`config.mk`:
```
export PLATFORM = sky130hd
export DESIGN_NAME = tpu_program_sequencer
export DESIGN_NICKNAME = d
export VERILOG_FILES = /design/src/rtl/tpu_program_sequencer.sv
export SDC_FILE = /design/constraint.sdc
export NUM_CORES = 1
export LEC_CHECK = 0
export CORE_AREA = 2 2 101 103
export CTS_BUF_LIST = sky130_fd_sc_hd__clkbuf_8 sky130_fd_sc_hd__clkbuf_16
export DETAILED_ROUTE_END_ITERATION = 7
export DIE_AREA = 0 0 103 105
export PLACE_DENSITY = 0.8
export REMOVE_ABC_BUFFERS = 1
export SETUP_SLACK_MARGIN = 0.4
export SLEW_MARGIN = 20
export SYNTH_ARGS = -nofsm -noshare
export SYNTH_HDL_FRONTEND = slang
export SYNTH_SLANG_ARGS = --single-unit
```
`constraint.sdc`:
```
create_clock -name clk -period 2.42 [get_ports clk]
set_input_delay 0.726 -clock clk [delete_from_list [all_inputs] [get_ports clk]]
set_output_delay 0.726 -clock clk [all_outputs]
set_load 0.03 [all_outputs]
```
`src/rtl/tpu_program_sequencer.sv`:
```
// Program sequencer for the TPU instruction path. While idle, the host loads
// instruction words into a single-port icache. On start, words are fetched
// from address 0 upward and handed to the controller. The run ends on a word
// with the finish bit set, or after address 1023 has been fetched (overflow).
module tpu_program_sequencer (
  input  logic        clk,
  input  logic        rst_n,
  // Host load port
  input  logic        i_host_wr_valid,
  output logic        o_host_wr_ready,
  input  logic [9:0]  i_host_wr_addr,
  input  logic [53:0] i_host_wr_data,
  // Host control
  input  logic        i_start,
  input  logic        i_abort,
  input  logic        i_pause,
  output logic        o_busy,
  output logic        o_done,
  output logic        o_err_overflow,
  // Icache port, 1-cycle read latency
  output logic        o_icache_en,
  output logic        o_icache_we,
  output logic [9:0]  o_icache_addr,
  output logic [53:0] o_icache_wdata,
  input  logic [53:0] i_icache_rdata,
  // Controller port
  output logic        o_instr_valid,
  output logic [53:0] o_instr_data,
  output logic [10:0] o_instr_count
);

  localparam int unsigned FinishBit = 53;
  localparam logic [9:0]  LastPc    = 10'h3ff;

  typedef enum logic [1:0] {StIdle, StRun, StDrain, StDone} state_e;

  state_e      r_state;
  logic [9:0]  r_pc;
  logic [10:0] r_count;
  logic        r_valid;    // a read was issued last cycle; its word is on i_icache_rdata now
  logic        r_err;
  logic        r_busy;
  logic        r_done;
  logic        r_ready;    // low through reset, high from the first edge after release

  state_e      w_state_d;
  logic [9:0]  w_pc_d;
  logic [10:0] w_count_d;
  logic        w_err_d;
  logic        w_valid_d;
  logic        w_idle;
  logic        w_host_wr;
  logic        w_issue;
  logic        w_finish;

  assign w_idle    = (r_state == StIdle);
  assign w_host_wr = w_idle && r_ready && i_host_wr_valid;
  assign w_issue   = (r_state == StRun) && !i_pause && !i_abort;
  assign w_finish  = r_valid && i_icache_rdata[FinishBit];

  // Icache port: host writes in idle, instruction fetch reads in run
  always_comb begin
    o_icache_en    = w_host_wr || w_issue;
    o_icache_we    = w_host_wr;
    o_icache_addr  = w_host_wr ? i_host_wr_addr : r_pc;
    o_icache_wdata = w_host_wr ? i_host_wr_data : '0;
  end

  // Host and controller facing outputs
  always_comb begin
    o_host_wr_ready = r_ready && w_idle;
    o_busy          = r_busy;
    o_done          = r_done;
    o_err_overflow  = r_err;
    o_instr_valid   = r_valid;
    o_instr_data    = r_valid ? i_icache_rdata : '0;
    o_instr_count   = r_count;
  end

  // Next-state and datapath decisions; abort overrides everything else
  always_comb begin
    w_state_d = r_state;
    w_pc_d    = r_pc;
    w_count_d = r_count + {10'd0, r_valid};
    w_err_d   = r_err;
    w_valid_d = 1'b0;
    if (i_abort) begin
      w_state_d = StIdle;
    end else begin
      unique case (r_state)
        StIdle: begin
          if (i_start) begin
            w_state_d = StRun;
            w_pc_d    = '0;
            w_count_d = '0;
            w_err_d   = 1'b0;
          end
        end
        StRun: begin
          if (w_issue) begin
            w_valid_d = 1'b1;
            // The fetch at the last address is the final one; pc must not wrap
            if (r_pc == LastPc) begin
              w_state_d = StDrain;
            end else begin
              w_pc_d = r_pc + 10'd1;
            end
          end
          // Finish seen: squash the read issued alongside it
          if (w_finish) begin
            w_state_d = StDone;
            w_valid_d = 1'b0;
          end
        end
        StDrain: begin
          w_state_d = StDone;
          if (!w_finish) begin
            w_err_d = 1'b1;
          end
        end
        StDone: begin
          w_state_d = StIdle;
        end
        default: begin
          w_state_d = StIdle;
        end
      endcase
    end
  end

  // State register with registered busy/done flags
  always_ff @(posedge clk or negedge rst_n) begin
    if (!rst_n) begin
      r_state <= StIdle;
      r_pc    <= '0;
      r_count <= '0;
      r_valid <= 1'b0;
      r_err   <= 1'b0;
      r_busy  <= 1'b0;
      r_done  <= 1'b0;
      r_ready <= 1'b0;
    end else begin
      r_state <= w_state_d;
      r_pc    <= w_pc_d;
      r_count <= w_count_d;
      r_valid <= w_valid_d;
      r_err   <= w_err_d;
      r_busy  <= (w_state_d == StRun) || (w_state_d == StDrain);
      r_done  <= (w_state_d == StDone);
      r_ready <= 1'b1;
    end
  end

endmodule

```
# ---- After elaboration in Yosys (flattened, before gate mapping)
# Index checks and enable logic that the tools add are counted.
dict set report totals {
  in_bits 124
  register_bits 28
  wordCells 59
}
dict set report classes {
  reduce_logical 14
  add_sub_neg 2
  n_eq_ne 11
  bitwise_logic 1
  muxes 23
}
# operator n
set ops {}
lappend ops {{$mux W54} 2}
lappend ops {{$mux W10} 4}
lappend ops {{$mux W11} 3}
lappend ops {{$pmux W10 S2} 1}
lappend ops {{$add A11 B1 Y11} 1}
lappend ops {{$add A10 B1 Y10 const B} 1}
lappend ops {{$eq A10 B10 Y1 const B} 1}
lappend ops {{$mux W2} 5}
lappend ops {{$eq A2 B2 Y1 const B} 4}
lappend ops {{$ne A2 B2 Y1 const B} 4}
lappend ops {{$pmux W2 S4} 1}
lappend ops {{$mux W1} 6}
lappend ops {{$logic_and A1 B1 Y1} 5}
lappend ops {{$reduce_and A5 Y1} 1}
lappend ops {{$eq A2 B1 Y1 const B} 2}
lappend ops {{$reduce_and A4 Y1} 1}
lappend ops {{$reduce_bool A2 Y1} 2}
lappend ops {{$logic_not A1 Y1} 2}
lappend ops {{$logic_not A2 Y1} 1}
lappend ops {{$logic_or A1 B1 Y1} 2}
lappend ops {{$pmux W1 S2} 1}
lappend ops {{$not A1 Y1} 1}

# ---- Longest topological paths before layout
# Gate-level depths: netlist of run 1.
dict set report depth {
  word_depth 9
  ltp_mapped 6
}

# ---- Worst setup path before layout of run 1
# No wires, ideal clock.
dict set report synth_timing {
  path_type {input to output}
  startpoint {in i_host_wr_valid}
  endpoint {out o_icache_addr[1]}
  required_ns 1.694
  n_path_buf 2
  path_stages 4
  path_slack_ns -0.179
  arrival_ns 1.873
  cell_sequence {clkbuf_1 and2_1 buf_2 mux2_2}
}
dict set report synth_via {
  elab_chain_len 2
}
# item line
set synth_rtl {}
lappend synth_rtl {{start, declared} 9} ;# input logic i_host_wr_valid,
lappend synth_rtl {{$logic_and A1 B1 Y1} 57} ;# assign w_host_wr = w_idle && r_ready && i_host_wr_valid;
lappend synth_rtl {{net o_icache_we} 22} ;# output logic o_icache_we,
lappend synth_rtl {{$mux W10} 65} ;# o_icache_addr = w_host_wr ? i_host_wr_addr : r_pc;
lappend synth_rtl {{end, declared} 23} ;# output logic [9:0] o_icache_addr,
# The timed path passes the listed nets, and every way through them passes these cells.

# ---- Final worst setup path of run 1
dict set report layout_timing {
  startpoint {reg r_state[1]}
  endpoint {out o_icache_addr[1]}
}
dict set report layout_via {
  elab_chain_len 4
}
# item line
set layout_rtl {}
lappend layout_rtl {{start, declared} 37} ;# state_e r_state;
lappend layout_rtl {{start signal, assigned} 134} ;# r_state <= StIdle;
lappend layout_rtl {{start signal, assigned} 143} ;# r_state <= w_state_d;
lappend layout_rtl {{$logic_not A2 Y1} 56} ;# assign w_idle = (r_state == StIdle);
lappend layout_rtl {{$logic_and A1 B1 Y1 (2 in a row)} 57}
lappend layout_rtl {{$mux W10} 65}
# No other way between the ends.

==> results of run 1 <==
## cells by family after synthesis
family / Yosys count / synth area share [%]
buffers and inverters: 25 / 4.47
multiplexers: 10 / 5.03
AO/OA/AOI/OAI: 27 / 7.60
other: 1 / 0.167
XOR/XNOR: 9 / 3.52
flip-flops: 28 / 31.3
AND/OR/NAND/NOR: 172 / 45.7
adder cells (fa/ha/maj): 4 / 2.23
## path summary, 6_finish.rpt
path / from / end / slack, ps / cells past startpoint
min reg2reg: r_pc[0]$_DFFE_PN0P_ / r_pc[0]$_DFFE_PN0P_ / 560 / 1
min: r_pc[0]$_DFFE_PN0P_ / r_pc[0]$_DFFE_PN0P_ / 560 / 1
max: r_state[1]$_DFF_PN0_ / o_icache_addr[1] / -30 / 5
max in group asynchronous: rst_n / r_pc[6]$_DFFE_PN0P_ / 1280 / 2
max reg2reg: r_pc[0]$_DFFE_PN0P_ / o_busy$_DFF_PN0_ / 490 / 7
min in group asynchronous: rst_n / r_pc[9]$_DFFE_PN0P_ / 850 / 2
## cell type report
type / count / area, sq um / share of cell area [%]
tap: 133 / 166 / 3.02
multi-input combinational: 223 / 1630 / 29.7
inverter: 5 / 18.8 / 0.341
antenna: 2 / 5.00 / 0.0909
clock buffer: 3 / 41.3 / 0.750
sequential: 28 / 707 / 12.8
timing repair buffer: 294 / 2930 / 53.3
## routing by layer
| layer | part of all wire (%) | GRT usage (%) | wire (um) |
|---|---|---|---|
| met1 | 38 | 21.0 | 4340 |
| met2 | 53 | 32.9 | 6040 |
| met3 | 7.4 | 4.48 | 847 |
| met4 | 1.9 | 6.02 | 214 |
| met5 | 0.11 | 0 | 13 |
## critical path, cell delays in order, from the launching register on
cell and delay [ps]:
dfrtp_1 400, nor3b_2 220, and2_4 230, clkbuf_16 160, mux2_4 300, buf_6 140
## Yosys cell counts (all sizes together), types with 2 or more instances
| cell | instances |
|---|---|
| o41ai | 2 |
| ha | 4 |
| nand3 | 5 |
| nor3 | 4 |
| dfrtp | 28 |
| nand2 | 10 |
| xnor2 | 5 |
| or4 | 2 |
| and3 | 57 |
| xor2 | 4 |
| clkbuf | 17 |
| and2 | 55 |
| a41oi | 2 |
| or3 | 4 |
| mux2 | 10 |
| nor2 | 17 |
| nand4 | 6 |
| o31ai | 3 |
| o21ai | 7 |
| nor3b | 3 |
| buf | 3 |
| nor2b | 3 |
| and4 | 2 |
| a21oi | 9 |
| inv | 5 |
## state kept, by name, summed over array words and instances (netlist names)
register / flops
r_state: 2
r_ready: 1
o_done: 1
o_instr_count: 11
r_pc: 10
o_err_overflow: 1
o_busy: 1
o_instr_valid: 1
## stage by stage
step | cell area (sq um) | util [%] | total power [uW] | worst slack, ps | hold WS (ps)
floorplan | 2160 | - | 842 | -2650 | 430
global placement | 4870 | 50.6 | 1290 | -828 | 528
detailed placement | 4870 | 50.6 | 1300 | -854 | 545
CTS | 5180 | 53.8 | 1570 | -27.8 | 566
global route | 5510 | 57.1 | 1740 | -113 | 587
finish | 5510 | 57.1 | 1650 | -34.8 | 557
## timing repair
action / in CTS / in global routing
cloned: 0 / 5
pin swaps: 35 / 4
setup buffers: 4 / 8
endpoints found under the setup margin: 140 / 119
gates resized for setup: 238 / 37
hold buffers: 0 / 0
## where the power goes
| part | switching [uW] | internal [uW] |
|---|---|---|
| clock network | 134 | 112 |
| registers | 24.7 | 491 |
| logic | 421 | 471 |
| total | 579 | 1070 |
==> results by group, run 1 <==
Die
  – Die H: 105 um
  – Die width: 103 um
  – Row Count: 36
  – Num ports: 260
  – Die area: 10800 sq um
  – Core ar.: 9640 sq um
  – Initial core utilization: 23.2%

STA
  – Achievable frequency: 407 MHz
  – Setup-failing EPs final: 9
  – Crit share post-route: 101%
  – Worst rel slew slack: 64.9%
  – Clk_skew: 4.47 ps
  – Worst setup margin: -34.8 ps
  – Max Slew Vio Count: 0
  – Tmin final: 2450 ps
  – Worst-margin pin slew: 523 ps
  – RSZ-0062 raised after global routing: yes
  – Final Hold Vio Count: 0
  – TNS Setup: -141 ps

Place
  – Port Buffer Count: 259
  – Cells after DPL: 666
  – Routability cong.: 0.841
  – Placed wire-length estimate: 8380 um

Route
  – DR vias: 3183
  – DR WL/cell: 16.7 um
  – First-pass detailed-route iteration total: 5
  – DR vias/cell: 4.63
  – Antenna viol nets, final: 0
  – DRT iter0 DRCs: 136
  – DRC: 0
  – Final wirelength: 11500 um

Synth
  – Share of the synthesized area in the top cell type: 31.3%
  – Post-synth EDFFs: 0
  – Top post-synthesis cells by area: dfrtp_1 (31%), and3_1 (16%), and2_1 (15%)
  – Ys flop type: dfrtp_1
  – Register bit count reported by yosys: 28
  – Mean post-synth cell area: 8.11 sq um
  – Synthesized instance count: 276
  – Syn. warnings: 0
  – Cell Area, Synth: 2240 sq um
  – Async S/R FF share, synth: 100%
  – Cell taking the most area after synthesis: dfrtp_1
  – Sequential-to-total area share from yosys stat: 31.3%
  – Synth cell types: 40

Worst hold path
  – Worst Hold Class: flop to flop

Clock tree
  – CTS max path bufs: 2
  – CTS Sinks: 28
  – Number of CTS-inserted buffers: 3
  – Root buffer cell: clkbuf_8
  – # H-tree levels: 1
  – Clock latency at the later pin of the worst-skew pair: 270 ps
  – CTS tree: done
  – Clock slew at reported path FFs: 90 ps

Power
  – PD cells: 300 nW/um^2
  – VDD IR-drop max: 0.166 mV
  – Leakage: 0.00283 uW

GRT
  – All-layer global routing usage: 18.4%
  – Global-route wire length before repair: 15900 um
  – Largest net degree at the start of global routing: 56
  – Congestion Overflow GR: 0
  – Initial antenna violation count: 3
  – Vias in the first global route: 2931

Cells and area
  – Proportion of layout cells with a drive suffix above 1: 41.4%
  – Most frequent cells in the layout: buf_6 (73), buf_4 (69), dlygate4sd2_1 (68)
  – Fin cells: 688
  – # fillers: 838
  – Syn-to-layout area delta: 146%
  – # nets final: 683
  – Commonest non-fill, non-tap cell in the layout: buf_6

Status
  – Outcome: complete, but fails checks
  – Failing checks: setup timing

Worst setup path
  – CP Launch Type: flop
  – CP max FO: 5
  – Required time at the worst-slack endpoint: 1690 ps
  – Setup crit end kind: output port
  – Arr. time, crit path: 1730 ps
  – Worst setup path category: flop to output port

Run
  – Max Cap Viol: 0
Note: power is estimated with default switching activity, not from simulation.
==> inputs of run 2 (changes only) <==
- HOLD_SLACK_MARGIN: default -> 0.06
==> results of run 2 <==
No change in the layout: final DEF, timing and power equal those of run 1.
